==> src/rtl/btle_tx_if.sv <==
// Bit-stream handshake between the BLE transmitter and the GFSK modulator.
// One bit moves on every cycle where bit_valid and bit_ready are both high.
interface btle_tx_if;
    logic bit_out;
    logic bit_valid;
    logic bit_ready;

    modport master (
        output bit_out,
        output bit_valid,
        input  bit_ready
    );

    modport slave (
        input  bit_out,
        input  bit_valid,
        output bit_ready
    );
endinterface

==> src/rtl/btle_tx.sv <==
// BLE link-layer bit transmitter: preamble, access address, whitened PDU and
// whitened CRC24 are serialized from an internal octet RAM onto a valid/ready stream.
module btle_tx #(
    parameter int LEN_UNIQUE_BIT_SEQUENCE  = 32,
    parameter int CHANNEL_NUMBER_BIT_WIDTH = 6,
    parameter int CRC_STATE_BIT_WIDTH      = 24,
    parameter int PDU_ADDR_WIDTH           = 6
) (
    input  logic                                clk,
    input  logic                                rst,
    input  logic [LEN_UNIQUE_BIT_SEQUENCE-1:0]  access_address,
    input  logic [CHANNEL_NUMBER_BIT_WIDTH-1:0] channel_number,
    input  logic [CRC_STATE_BIT_WIDTH-1:0]      crc_state_init_bit,
    input  logic                                pdu_octet_mem_wr_en,
    input  logic [PDU_ADDR_WIDTH-1:0]           pdu_octet_mem_addr,
    input  logic [7:0]                          pdu_octet_mem_data,
    input  logic                                start,
    btle_tx_if.master                           bit_if,
    output logic                                tx_busy,
    output logic                                tx_done,
    output logic [6:0]                          payload_length
);

    localparam int CNT_W = $clog2(LEN_UNIQUE_BIT_SEQUENCE);
    localparam int OCT_W = PDU_ADDR_WIDTH + 1;
    localparam int WH_W  = CHANNEL_NUMBER_BIT_WIDTH + 1;
    localparam logic [6:0] MAX_LEN = 7'((1 << PDU_ADDR_WIDTH) - 2);
    localparam logic [CRC_STATE_BIT_WIDTH-1:0] CRC_POLY = CRC_STATE_BIT_WIDTH'(24'h00065B);

    typedef enum logic [2:0] {
        S_IDLE,
        S_LEN_FETCH,
        S_PREAMBLE,
        S_ACCESS,
        S_PDU,
        S_CRC,
        S_DONE
    } state_t;

    state_t                               state_q, state_d;
    logic                                 phase_q, phase_d;
    logic [CNT_W-1:0]                     cnt_q, cnt_d;
    logic [OCT_W-1:0]                     octet_idx_q, octet_idx_d;
    logic [LEN_UNIQUE_BIT_SEQUENCE-1:0]   sr_q, sr_d;
    logic [LEN_UNIQUE_BIT_SEQUENCE-1:0]   aa_q, aa_d;
    logic [CHANNEL_NUMBER_BIT_WIDTH-1:0]  ch_q, ch_d;
    logic [CRC_STATE_BIT_WIDTH-1:0]       crc_q, crc_d;
    logic [WH_W-1:0]                      wh_q, wh_d;
    logic [6:0]                           len_q, len_d;
    logic                                 busy_q, busy_d;
    logic                                 done_q, done_d;
    logic                                 valid_q, valid_d;
    logic                                 bit_out_q, bit_out_d;

    logic [7:0]                           mem [0:(1 << PDU_ADDR_WIDTH)-1];
    logic [7:0]                           rd_data_q;
    logic                                 rd_en;
    logic [PDU_ADDR_WIDTH-1:0]            rd_addr;

    logic                                 hs;
    logic [WH_W-1:0]                      wh_seed;
    logic [WH_W-1:0]                      wh_adv;
    logic [CRC_STATE_BIT_WIDTH-1:0]       crc_adv;
    logic                                 crc_fb;
    logic [6:0]                           len_sat;
    logic [7:0]                           preamble;

    assign hs = valid_q & bit_if.bit_ready;

    // Whitening seed: position 0 is 1, positions 1..6 carry the channel MSB first.
    assign wh_seed[0] = 1'b1;
    genvar gi;
    generate
        for (gi = 0; gi < CHANNEL_NUMBER_BIT_WIDTH; gi++) begin : g_wh_seed
            assign wh_seed[gi+1] = ch_q[CHANNEL_NUMBER_BIT_WIDTH-1-gi];
        end
    endgenerate

    // x^7 + x^4 + 1: the output tap (position 6) feeds position 0 and position 4.
    generate
        for (gi = 0; gi < WH_W; gi++) begin : g_wh_adv
            if (gi == 0) begin : g_head
                assign wh_adv[gi] = wh_q[WH_W-1];
            end else if (gi == 4) begin : g_tap
                assign wh_adv[gi] = wh_q[gi-1] ^ wh_q[WH_W-1];
            end else begin : g_shift
                assign wh_adv[gi] = wh_q[gi-1];
            end
        end
    endgenerate

    assign crc_fb  = crc_q[CRC_STATE_BIT_WIDTH-1] ^ sr_q[0];
    assign crc_adv = {crc_q[CRC_STATE_BIT_WIDTH-2:0], 1'b0} ^ (crc_fb ? CRC_POLY : '0);

    assign len_sat  = (rd_data_q[6:0] > MAX_LEN) ? MAX_LEN : rd_data_q[6:0];
    assign preamble = aa_q[0] ? 8'h55 : 8'hAA;

    always_comb begin
        state_d     = state_q;
        phase_d     = phase_q;
        cnt_d       = cnt_q;
        octet_idx_d = octet_idx_q;
        sr_d        = sr_q;
        aa_d        = aa_q;
        ch_d        = ch_q;
        crc_d       = crc_q;
        wh_d        = wh_q;
        len_d       = len_q;
        busy_d      = busy_q;
        done_d      = 1'b0;
        valid_d     = valid_q;
        rd_en       = 1'b0;
        rd_addr     = '0;

        case (state_q)
            S_IDLE: begin
                phase_d = 1'b0;
                if (start) begin
                    aa_d    = access_address;
                    ch_d    = channel_number;
                    crc_d   = crc_state_init_bit;
                    busy_d  = 1'b1;
                    state_d = S_LEN_FETCH;
                end
            end

            // Two cycles: fetch the length octet, then latch it while prefetching octet 0.
            S_LEN_FETCH: begin
                rd_en = 1'b1;
                if (!phase_q) begin
                    rd_addr = PDU_ADDR_WIDTH'(1);
                    phase_d = 1'b1;
                end else begin
                    rd_addr     = '0;
                    len_d       = len_sat;
                    sr_d        = '0;
                    sr_d[7:0]   = preamble;
                    cnt_d       = '0;
                    wh_d        = wh_seed;
                    valid_d     = 1'b1;
                    state_d     = S_PREAMBLE;
                end
            end

            S_PREAMBLE: begin
                if (hs) begin
                    if (cnt_q == CNT_W'(7)) begin
                        sr_d    = aa_q;
                        cnt_d   = '0;
                        state_d = S_ACCESS;
                    end else begin
                        sr_d  = sr_q >> 1;
                        cnt_d = cnt_q + CNT_W'(1);
                    end
                end
            end

            S_ACCESS: begin
                if (hs) begin
                    if (cnt_q == CNT_W'(LEN_UNIQUE_BIT_SEQUENCE - 1)) begin
                        sr_d        = '0;
                        sr_d[7:0]   = rd_data_q;
                        cnt_d       = '0;
                        octet_idx_d = '0;
                        rd_en       = 1'b1;
                        rd_addr     = PDU_ADDR_WIDTH'(1);
                        state_d     = S_PDU;
                    end else begin
                        sr_d  = sr_q >> 1;
                        cnt_d = cnt_q + CNT_W'(1);
                    end
                end
            end

            // The octet after the current one is always waiting in rd_data_q.
            S_PDU: begin
                if (hs) begin
                    crc_d = crc_adv;
                    wh_d  = wh_adv;
                    if (cnt_q == CNT_W'(7)) begin
                        cnt_d = '0;
                        if (octet_idx_q == OCT_W'(len_q) + OCT_W'(1)) begin
                            state_d = S_CRC;
                        end else begin
                            sr_d        = '0;
                            sr_d[7:0]   = rd_data_q;
                            octet_idx_d = octet_idx_q + OCT_W'(1);
                            rd_en       = 1'b1;
                            rd_addr     = octet_idx_q[PDU_ADDR_WIDTH-1:0] + PDU_ADDR_WIDTH'(2);
                        end
                    end else begin
                        sr_d  = sr_q >> 1;
                        cnt_d = cnt_q + CNT_W'(1);
                    end
                end
            end

            S_CRC: begin
                if (hs) begin
                    crc_d = crc_q << 1;
                    wh_d  = wh_adv;
                    if (cnt_q == CNT_W'(CRC_STATE_BIT_WIDTH - 1)) begin
                        cnt_d   = '0;
                        valid_d = 1'b0;
                        busy_d  = 1'b0;
                        done_d  = 1'b1;
                        state_d = S_DONE;
                    end else begin
                        cnt_d = cnt_q + CNT_W'(1);
                    end
                end
            end

            S_DONE: begin
                state_d = S_IDLE;
            end

            default: begin
                state_d = S_IDLE;
            end
        endcase
    end

    // bit_out is registered from the next state so it only changes on a handshake.
    always_comb begin
        bit_out_d = 1'b0;
        case (state_d)
            S_PREAMBLE, S_ACCESS: bit_out_d = sr_d[0];
            S_PDU:                bit_out_d = sr_d[0] ^ wh_d[WH_W-1];
            S_CRC:                bit_out_d = crc_d[CRC_STATE_BIT_WIDTH-1] ^ wh_d[WH_W-1];
            default:              bit_out_d = 1'b0;
        endcase
    end

    always_ff @(posedge clk or negedge rst) begin
        if (!rst) begin
            state_q     <= S_IDLE;
            phase_q     <= 1'b0;
            cnt_q       <= '0;
            octet_idx_q <= '0;
            sr_q        <= '0;
            aa_q        <= '0;
            ch_q        <= '0;
            crc_q       <= '0;
            wh_q        <= '0;
            len_q       <= '0;
            busy_q      <= 1'b0;
            done_q      <= 1'b0;
            valid_q     <= 1'b0;
            bit_out_q   <= 1'b0;
        end else begin
            state_q     <= state_d;
            phase_q     <= phase_d;
            cnt_q       <= cnt_d;
            octet_idx_q <= octet_idx_d;
            sr_q        <= sr_d;
            aa_q        <= aa_d;
            ch_q        <= ch_d;
            crc_q       <= crc_d;
            wh_q        <= wh_d;
            len_q       <= len_d;
            busy_q      <= busy_d;
            done_q      <= done_d;
            valid_q     <= valid_d;
            bit_out_q   <= bit_out_d;
        end
    end

    // Octet RAM: host writes are dropped while a frame is in flight.
    always_ff @(posedge clk) begin
        if (pdu_octet_mem_wr_en && !busy_q) begin
            mem[pdu_octet_mem_addr] <= pdu_octet_mem_data;
        end
        if (rd_en) begin
            rd_data_q <= mem[rd_addr];
        end
    end

    assign bit_if.bit_out   = bit_out_q;
    assign bit_if.bit_valid = valid_q;
    assign tx_busy          = busy_q;
    assign tx_done          = done_q;
    assign payload_length   = len_q;

endmodule

==> src/flat_wrapper.sv <==
// flat-port wrapper written by rule: the top's interface ports become plain ports
module btle_tx_flat 
#(
    parameter int LEN_UNIQUE_BIT_SEQUENCE  = 32,
    parameter int CHANNEL_NUMBER_BIT_WIDTH = 6,
    parameter int CRC_STATE_BIT_WIDTH      = 24,
    parameter int PDU_ADDR_WIDTH           = 6
)
  (clk, rst, access_address, channel_number, crc_state_init_bit, pdu_octet_mem_wr_en, pdu_octet_mem_addr, pdu_octet_mem_data, start, tx_busy, tx_done, payload_length, bit_if_bit_out, bit_if_bit_valid, bit_if_bit_ready);
  btle_tx_if bit_if_i ();
  input  logic clk;
  input  logic rst;
  input  logic [LEN_UNIQUE_BIT_SEQUENCE-1:0] access_address;
  input  logic [CHANNEL_NUMBER_BIT_WIDTH-1:0] channel_number;
  input  logic [CRC_STATE_BIT_WIDTH-1:0] crc_state_init_bit;
  input  logic pdu_octet_mem_wr_en;
  input  logic [PDU_ADDR_WIDTH-1:0] pdu_octet_mem_addr;
  input  logic [7:0] pdu_octet_mem_data;
  input  logic start;
  output logic tx_busy;
  output logic tx_done;
  output logic [6:0] payload_length;
  output wire logic [$bits(bit_if_i.bit_out)-1:0] bit_if_bit_out;
  output wire logic [$bits(bit_if_i.bit_valid)-1:0] bit_if_bit_valid;
  input wire logic [$bits(bit_if_i.bit_ready)-1:0] bit_if_bit_ready;
  assign bit_if_bit_out = bit_if_i.bit_out;
  assign bit_if_bit_valid = bit_if_i.bit_valid;
  assign bit_if_i.bit_ready = bit_if_bit_ready;
  btle_tx #(.LEN_UNIQUE_BIT_SEQUENCE(LEN_UNIQUE_BIT_SEQUENCE), .CHANNEL_NUMBER_BIT_WIDTH(CHANNEL_NUMBER_BIT_WIDTH), .CRC_STATE_BIT_WIDTH(CRC_STATE_BIT_WIDTH), .PDU_ADDR_WIDTH(PDU_ADDR_WIDTH)) u_core (.clk(clk), .rst(rst), .access_address(access_address), .channel_number(channel_number), .crc_state_init_bit(crc_state_init_bit), .pdu_octet_mem_wr_en(pdu_octet_mem_wr_en), .pdu_octet_mem_addr(pdu_octet_mem_addr), .pdu_octet_mem_data(pdu_octet_mem_data), .start(start), .bit_if(bit_if_i), .tx_busy(tx_busy), .tx_done(tx_done), .payload_length(payload_length));
endmodule
==> config.mk <==
export PLATFORM = sky130hd
export DESIGN_NAME = btle_tx_flat
export DESIGN_NICKNAME = d
export VERILOG_FILES = /design/src/rtl/btle_tx_if.sv /design/src/rtl/btle_tx.sv /design/src/flat_wrapper.sv
export SDC_FILE = /design/constraint.sdc
export NUM_CORES = 1
export LEC_CHECK = 0
export BUFFER_PORTS_ARGS = -buffer_cell sky130_fd_sc_hd__buf_4
export CORE_UTILIZATION = 35
export CTS_BUF_LIST = sky130_fd_sc_hd__clkbuf_4 sky130_fd_sc_hd__clkbuf_8 sky130_fd_sc_hd__clkbuf_16
export DETAILED_ROUTE_END_ITERATION = 7
export PLACE_DENSITY = 0.63
export SLEW_MARGIN = 20
export SYNTH_ARGS = -nofsm -noshare
export SYNTH_HDL_FRONTEND = slang
export SYNTH_SLANG_ARGS = --single-unit
==> constraint.sdc <==
create_clock -name clk -period 2.87 [get_ports clk]
set_clock_uncertainty 0.05 [all_clocks]
set_input_delay 0.287 -clock clk [delete_from_list [all_inputs] [get_ports clk]]
set_output_delay 0.287 -clock clk [all_outputs]
set_load 0.03 [all_outputs]
==> load_flow_metrics.sql, run 1 <==
INSERT INTO impl_metrics (metric_group, metric, value, unit) VALUES
('setup_path', 'rr_startpoint', 'u_core.payload_length[1]', ''),
('cells_and_area', 'drive_above_1_share', '31.37', '%'),
('floorplan', 'floorplan.die_area', '79590', 'µm²'),
('run_status', 'run_status', 'finished, violations left', ''),
('hold_path', 'min_delay_worst_endpoint', 'u_core.mem[32][0]', ''),
('setup_path', 'timing_worst_setup_path_type', 'reg -> reg', ''),
('timing', 'postLayoutSetupSlackWorst', '-0.5508', 'ns'),
('timing', 'final-setup-viol-count', '9', ''),
('setup_path', 'regToRegSetupSlack', '-0.55', 'ns'),
('logic_synthesis', 'postSynthNetCount', '1956', ''),
('timing', 'timing.fmax', '0.2923', 'GHz'),
('logic_synthesis', 'post_synth_design_cell_area', '27470', 'µm²'),
('power', 'seqPwrFrac', '47.9', '%'),
('timing', 'finalCritPeriodShare', '119.2', '%'),
('logic_synthesis', 'yosys.area_share.simple', '7.198', '%'),
('timing', 'worst-slew-pin-transition', '0.8590', 'ns'),
('place', 'hpwl', '47.14', 'mm'),
('global_route', 'globalRoute.totalOverflow', '0', ''),
('routing', 'detail-route-antenna-nets', '0', ''),
('timing', 'layout_min_cycle_time', '3.421', 'ns'),
('power', 'powerDensity', '632.0', 'nW/µm²'),
('global_route', 'maximum_number_of_pins_on_one_net_before_global_route_repair', '65', ''),
('logic_synthesis', 'netlist_top_cells_count', 'sky130_fd_sc_hd__edfxtp_1, sky130_fd_sc_hd__mux2i_1, sky130_fd_sc_hd__nand2_1', ''),
('logic_synthesis', 'leading_cell_type_by_number_of_instances_after_synthesis', 'sky130_fd_sc_hd__edfxtp_1', ''),
('power', 'power.switching_fraction', '24.35', '%'),
('setup_path', 'critPathCaptureType', 'flip-flop', ''),
('logic_synthesis', 'yosys.cell_types.count', '83', ''),
('cells_and_area', 'antenna-diode-count', '0', ''),
('clocking', 'cts_inserted_buffers', '67', ''),
('global_route', 'globalRouteTotalUtil', '18.46', '%'),
('routing', 'detail_route.iter0.violations', '1757', ''),
('setup_path', 'critical_path.startpoint', 'u_core.payload_length[1]', ''),
('floorplan', 'pin_count', '92', ''),
('clocking', 'cts.path.max_buffers', '3', ''),
('global_route', 'grt_antenna_before_repair', '0', ''),
('power', 'comb_power_share', '13.4', '%'),
('floorplan', 'row_count', '102', ''),
('clocking', 'cts-htree-levels', '3', ''),
('routing', 'dr_total_vias', '17950', ''),
('run_status', 'failed_checks', 'setup timing', ''),
('setup_path', 'timing.reg2reg.worst_path_depth', '14', ''),
('floorplan', 'core-area', '77590', 'µm²'),
('place', 'gp_congestion', '0.9090', ''),
('setup_path', 'critical_path.cell_chain', 'ha_4, buf_4, nand4b_1, nor2b_2, or4_4, o211ai_4, buf_12, buf_12, buf_16, mux2i_2, mux2i_1, a22oi_1, nand3_2, a22o_1', ''),
('clocking', 'clk_pin_slew', '0.06', 'ns'),
('clocking', 'clk_latency', '0.61', 'ns'),
('logic_synthesis', 'synth_flop_type', 'sky130_fd_sc_hd__edfxtp_1', ''),
('routing', 'drc', '0', ''),
('hold_path', 'worst_hold_startpoint', 'pdu_octet_mem_addr[2]', ''),
('cells_and_area', 'fin_util', '45.89', '%'),
('power', 'cellInternalPower', '17.03', 'mW'),
('floorplan', 'fp.dieW', '282.1', 'µm'),
('logic_synthesis', 'synth_edf_count', '520', ''),
('power', 'leakage_power_figure', '13.47', 'nW'),
('setup_path', 'path_common_cell', 'sky130_fd_sc_hd__buf_12', ''),
('logic_synthesis', 'async_flop_share', '19.75', '%'),
('setup_path', 'worstPathArrival', '3.74', 'ns'),
('cells_and_area', 'signed_area_change_from_the_synthesized_netlist_to_the_final_layout', '29.65', '%'),
('setup_path', 'reg2reg_to', 'u_core.rd_data_q[2]', ''),
('clocking', 'cts-root-buf', 'sky130_fd_sc_hd__clkbuf_16', ''),
('hold_path', 'min-delay-path-class', 'in -> reg', ''),
('power', 'power_frac_clock', '38.7', '%'),
('setup_path', 'worst_path_dominant_cell_family', 'simple AND/OR/NAND/NOR gates', ''),
('flow_run', 'timing.max_cap.violations', '0', ''),
('logic_synthesis', 'postSynthAreaPerCell', '14.71', 'µm²'),
('routing', 'drt_first_pass_iters', '6', ''),
('setup_path', 'worst_setup_path_start_kind', 'flip-flop', ''),
('clocking', 'cts_tree', 'built', ''),
('cells_and_area', 'design.final.nets', '2404', ''),
('logic_synthesis', 'synth_xor_xnor_area_share', '0.8291', '%'),
('global_route', 'grt_pass1_vias', '17930', '');
-- how the worst max path moves through the flow --
stage	endpoint	slack (ns)	depth (start not counted)
after global placement	u_core.rd_data_q[1]	-0.61	12
after global routing	u_core.rd_data_q[5]	-0.71	14
final	u_core.rd_data_q[2]	-0.55	14
after detailed placement	u_core.rd_data_q[2]	-0.68	12
after CTS	u_core.rd_data_q[2]	-0.50	13
after floorplan	u_core.rd_data_q[3]	-0.25	11
-- power groups by stage --
stage | logic (mW) | clock network [mW] | registers, mW
3_3_place_gp | 2.47 | 0 | 10.9
5_1_grt | 3.21 | 9.21 | 10.8
2_1_floorplan | 1.38 | 0 | 10.9
6_report | 3.01 | 8.72 | 10.8
3_5_place_dp | 2.52 | 0 | 11.0
4_1_cts | 2.87 | 8.85 | 10.8
-- final cells by class --
type,instances,area (µm²)
Clock buffer,85,1872
Clock inverter,34,339.1
Fill cell,6746,41990
Inverter,39,146.4
Multi-Input combinational cell,1071,8647
Sequential cell,648,18820
Tap cell,1040,1301
Timing Repair Buffer,488,4479
-- layout by cell type (no fill, tap or decap), types with 9 or more instances in the layout --
master	synthesis	layout
sky130_fd_sc_hd__a211oi_1	35	14
sky130_fd_sc_hd__a211oi_2	0	20
sky130_fd_sc_hd__a21oi_1	36	29
sky130_fd_sc_hd__a221oi_1	13	10
sky130_fd_sc_hd__a222oi_1	27	27
sky130_fd_sc_hd__a22oi_1	41	37
sky130_fd_sc_hd__and2_1	9	9
sky130_fd_sc_hd__and3_1	27	27
sky130_fd_sc_hd__buf_12	0	24
sky130_fd_sc_hd__buf_16	0	12
sky130_fd_sc_hd__buf_4	20	372
sky130_fd_sc_hd__buf_6	12	12
sky130_fd_sc_hd__clkbuf_16	0	69
sky130_fd_sc_hd__clkbuf_4	0	12
sky130_fd_sc_hd__clkinv_2	0	17
sky130_fd_sc_hd__dfrtp_1	128	124
sky130_fd_sc_hd__dlygate4sd3_1	0	63
sky130_fd_sc_hd__edfxtp_1	520	520
sky130_fd_sc_hd__inv_1	38	38
sky130_fd_sc_hd__mux2_2	41	41
sky130_fd_sc_hd__mux2i_1	271	224
sky130_fd_sc_hd__mux2i_2	0	39
sky130_fd_sc_hd__mux4_2	9	9
sky130_fd_sc_hd__nand2_1	158	155
sky130_fd_sc_hd__nand3_1	59	52
sky130_fd_sc_hd__nor2_1	114	108
sky130_fd_sc_hd__o21ai_0	54	52
sky130_fd_sc_hd__xnor2_1	12	11
sky130_fd_sc_hd__xor2_1	14	14
-- routing by layer --
layer / part of all wire [%] / up-vias / GRT usage (%) / wire, µm
li1: - / 8091 / - / -
met1: 44 / 9049 / 25.43 / 32440
met2: 47 / 702 / 29.48 / 34690
met3: 7.4 / 109 / 3.585 / 5517
met4: 2.5 / 0 / 5.518 / 1877
met5: 0 / - / 0 / 0
-- state kept, by name, indices dropped and copies added, names as in the netlist --
register and cells:
u_core.aa_q 32, u_core.bit_if.bit_out 1, u_core.bit_if.bit_valid 1, u_core.ch_q 6
u_core.cnt_q 5, u_core.crc_q 24, u_core.mem 512, u_core.octet_idx_q 7
u_core.payload_length 7, u_core.phase_q 1, u_core.rd_data_q 8, u_core.sr_q 32
u_core.state_q 3, u_core.tx_busy 1, u_core.tx_done 1, u_core.wh_q 7
-- cells by family after synthesis --
group,after synthesis
fa+ha+maj,8
buf+inv,149
xor+xnor,26
mux,321
compound gates,296
flops,648
simple gates,419
-- worst min-delay path, delay by kind of cell --
kind / cells / cell delay, ns
and+or+nand+nor: 1 / 0.07
buffers and inverters: 2 / 0.33
-- per-stage QoR --
stage          power [mW]  hold WS (ns)  instances
6_report            22.50        0.2079       3405
5_1_grt             23.22        0.1976       3405
4_1_cts             22.50        0.1755       3384
3_5_place_dp        13.48        0.3973       3165
3_3_place_gp        13.42        0.3881       3164
2_1_floorplan       12.29      -0.05859       1867
-- repair_timing --
item / in CTS / in global routing
setup endpoints to repair: 15 / 17
endpoints found under the hold margin: 122 / 0
buffers inserted: 28 / 22
gates cloned: 12 / 0
hold buffers: 63 / 0
resized for setup: 111 / 46
pin swaps: 37 / 28
(Power assumes the default switching activity.)
==> inputs of run 2 (changes only) <==
--- a/config.mk
+++ b/config.mk
@@ -9,7 +9,7 @@
 export CORE_UTILIZATION = 35
 export CTS_BUF_LIST = sky130_fd_sc_hd__clkbuf_4 sky130_fd_sc_hd__clkbuf_8 sky130_fd_sc_hd__clkbuf_16
 export DETAILED_ROUTE_END_ITERATION = 7
-export PLACE_DENSITY = 0.63
+export PLACE_DENSITY = 0.48
 export SLEW_MARGIN = 20
 export SYNTH_ARGS = -nofsm -noshare
 export SYNTH_HDL_FRONTEND = slang
==> load_flow_metrics.sql, run 2 (synthesis results as in run 1) <==
INSERT INTO impl_metrics (metric_group, metric, value, unit) VALUES
('clocking', 'clk_latency', '0.63', 'ns'),
('cells_and_area', 'regMostFlops', 'u_core.mem', ''),
('power', 'leakage_power_figure', '13.61', 'nW'),
('timing', 'timing.slew.headroom', '42.22', '%'),
('routing', 'post_drt_via_cell_ratio', '5.165', ''),
('cells_and_area', 'fin_util', '45.81', '%'),
('timing', 'rsz_0062_raised_after_global_routing', 'true', ''),
('global_route', 'grt_pass1_vias', '18060', ''),
('cells_and_area', 'final_common_cell', 'sky130_fd_sc_hd__edfxtp_1', ''),
('setup_path', 'critPathCaptureType', 'flip-flop', ''),
('timing', 'postLayoutSetupSlackWorst', '-0.5789', 'ns'),
('clocking', 'clk_pin_slew', '0.06', 'ns'),
('clocking', 'cts_inserted_buffers', '75', ''),
('clocking', 'cts.path.max_buffers', '3', ''),
('place', 'place_ws', '-1.212', 'ns'),
('global_route', 'maximum_number_of_pins_on_one_net_before_global_route_repair', '65', ''),
('place', 'port_buffers', '91', ''),
('setup_path', 'crit_path_max_fanout', '14', ''),
('clocking', 'clock_sink_count', '648', ''),
('timing', 'worst-slew-pin-transition', '0.8636', 'ns'),
('timing', 'fin_worst_hold_slack', '0.08011', 'ns'),
('setup_path', 'timing_worst_setup_path_type', 'reg -> reg', ''),
('timing', 'final_max_slew_viol_count', '0', ''),
('setup_path', 'worst_ep_required_time', '3.20', 'ns'),
('cells_and_area', 'design.final.nets', '2416', ''),
('place', 'numPlacedInstances', '3174', ''),
('cells_and_area', 'multiInputGateArea', '8389', 'µm²'),
('floorplan', 'fp.dieW', '282.1', 'µm'),
('clocking', 'cts-htree-levels', '3', ''),
('timing', 'layout_min_cycle_time', '3.449', 'ns'),
('routing', 'dr_total_vias', '17710', ''),
('place', 'hpwl', '50.99', 'mm'),
('setup_path', 'worst_setup_path_start_kind', 'flip-flop', ''),
('power', 'powerDensity', '649.8', 'nW/µm²'),
('cells_and_area', 'layout.area.seq', '18820', 'µm²'),
('cells_and_area', 'drive_above_1_share', '29.58', '%'),
('global_route', 'grt_pass1_wl', '115.6', 'mm'),
('cells_and_area', 'largest_register_ffs', '512', ''),
('flow_run', 'timing.max_cap.violations', '0', ''),
('timing', 'finalSetupTns', '-4.355', 'ns'),
('place', 'gp_congestion', '0.8179', ''),
('cells_and_area', 'post-route-cell-area', '35540', 'µm²'),
('floorplan', 'floorplan.die_area', '79590', 'µm²'),
('routing', 'detail_route.iter0.violations', '1497', ''),
('run_status', 'run_status', 'finished, violations left', ''),
('run_status', 'failed_checks', 'DRC, setup timing', ''),
('global_route', 'globalRoute.totalOverflow', '0', ''),
('setup_path', 'timing.reg2reg.worst_path_depth', '12', ''),
('routing', 'detail-route-antenna-nets', '0', ''),
('floorplan', 'row_count', '102', ''),
('setup_path', 'worstPathArrival', '3.77', 'ns'),
('floorplan', 'die_h', '282.1', 'µm'),
('global_route', 'globalRouteTotalUtil', '19.63', '%'),
('hold_path', 'min-delay-path-class', 'in -> async', ''),
('routing', 'drt-total-wl', '78.29', 'mm'),
('timing', 'final_hold_viol_count', '0', ''),
('clocking', 'cts_tree', 'built', ''),
('power', 'final_total_power', '23.09', 'mW'),
('timing', 'timing.fmax', '0.2899', 'GHz'),
('timing', 'finalCritPeriodShare', '120.2', '%'),
('timing', 'final-setup-viol-count', '9', ''),
('power', 'ir_drop', '424.1', 'µV'),
('cells_and_area', 'signed_area_change_from_the_synthesized_netlist_to_the_final_layout', '29.41', '%'),
('cells_and_area', 'mostFrequentLayoutCells', 'sky130_fd_sc_hd__edfxtp_1, sky130_fd_sc_hd__buf_4, sky130_fd_sc_hd__mux2i_1', ''),
('cells_and_area', 'largest_registers', 'u_core.mem (512), u_core.aa_q (32), u_core.sr_q (32)', ''),
('clocking', 'cts-root-buf', 'sky130_fd_sc_hd__clkbuf_16', ''),
('floorplan', 'core-area', '77590', 'µm²'),
('cells_and_area', 'fillers', '6986', ''),
('place', 'dpl-instance-area', '31460', 'µm²'),
('floorplan', 'initial_core_util', '35.40', '%'),
('routing', 'drt_first_pass_iters', '8', ''),
('floorplan', 'pin_count', '92', ''),
('global_route', 'grt_antenna_before_repair', '0', ''),
('routing', 'routed_wire_length_per_instance', '22.84', 'µm'),
('cells_and_area', 'stdcell_count', '3428', ''),
('routing', 'drc', '7', '');
[run 2: cell types whose count changed in the layout (fill, tap and decap cells not counted), moves of 8 or more]
cell                       change
sky130_fd_sc_hd__mux2i_2      -20
sky130_fd_sc_hd__mux2i_1      +27
sky130_fd_sc_hd__buf_4         +8
sky130_fd_sc_hd__buf_12        +8
sky130_fd_sc_hd__clkinv_1     +10
[run 2: path summary, 6_finish.rpt]
check	start	end	slack [ns]
setup / recovery	u_core.payload_length[0]	u_core.rd_data_q[5]	-0.58
hold / removal	rst	u_core.crc_q[23]	0.08
setup reg to reg	u_core.payload_length[0]	u_core.rd_data_q[5]	-0.58
hold reg to reg	u_core.crc_q[15]	u_core.crc_q[15]	0.43
max in group asynchronous	rst	u_core.crc_q[17]	1.95
min in group clk	pdu_octet_mem_addr[0]	u_core.mem[32][0]	0.22
[run 2: critical path: stages, from the launching register on]
cell and delay (ns):
sky130_fd_sc_hd__dfrtp_2 0.43, sky130_fd_sc_hd__ha_4 0.20, sky130_fd_sc_hd__o21ba_4 0.20, sky130_fd_sc_hd__a221oi_4 0.35, sky130_fd_sc_hd__nor2_4 0.08, sky130_fd_sc_hd__o31a_4 0.37
sky130_fd_sc_hd__nor2_8 0.12, sky130_fd_sc_hd__buf_12 0.14, sky130_fd_sc_hd__buf_12 0.17, sky130_fd_sc_hd__mux2i_1 0.23, sky130_fd_sc_hd__a211oi_1 0.14, sky130_fd_sc_hd__o32a_1 0.45
sky130_fd_sc_hd__a22o_1 0.26
[run 2: layout make-up]
class | count | share of cell area [%]
Sequential cell | 648 | 52.96
Multi-Input combinational cell | 1071 | 23.60
Timing Repair Buffer | 492 | 12.49
Clock buffer | 93 | 5.678
Tap cell | 1040 | 3.661
Clock inverter | 44 | 1.190
Inverter | 39 | 0.4119
Antenna cell | 1 | 0.007041
[run 2: where the power goes]
part           switching (mW)  total [mW]  internal, mW
clock                    3.88        9.38          5.50
combinational            1.56        2.92          1.37
sequential              0.264        10.8          10.5
total                    5.70        23.1          17.4
[run 2: layer usage]
metal / routed length, µm / track usage (%) / share of wire (%)
met3: 3375 / 3.023 / 4.3
met2: 37200 / 32.17 / 48
met1: 35840 / 27.08 / 46
met4: 1879 / 5.240 / 2.4
met5: 0 / 0 / 0
[run 2: what timing repair did]
| action | CTS | global route |
|---|---|---|
| gates cloned | 3 | 2 |
| endpoints found under the hold margin | 190 | 0 |
| endpoints found under the setup margin | 10 | 16 |
| gates resized for setup | 50 | 40 |
| pin swaps | 26 | 35 |
| hold buffers | 63 | 0 |
| buffers inserted | 22 | 26 |
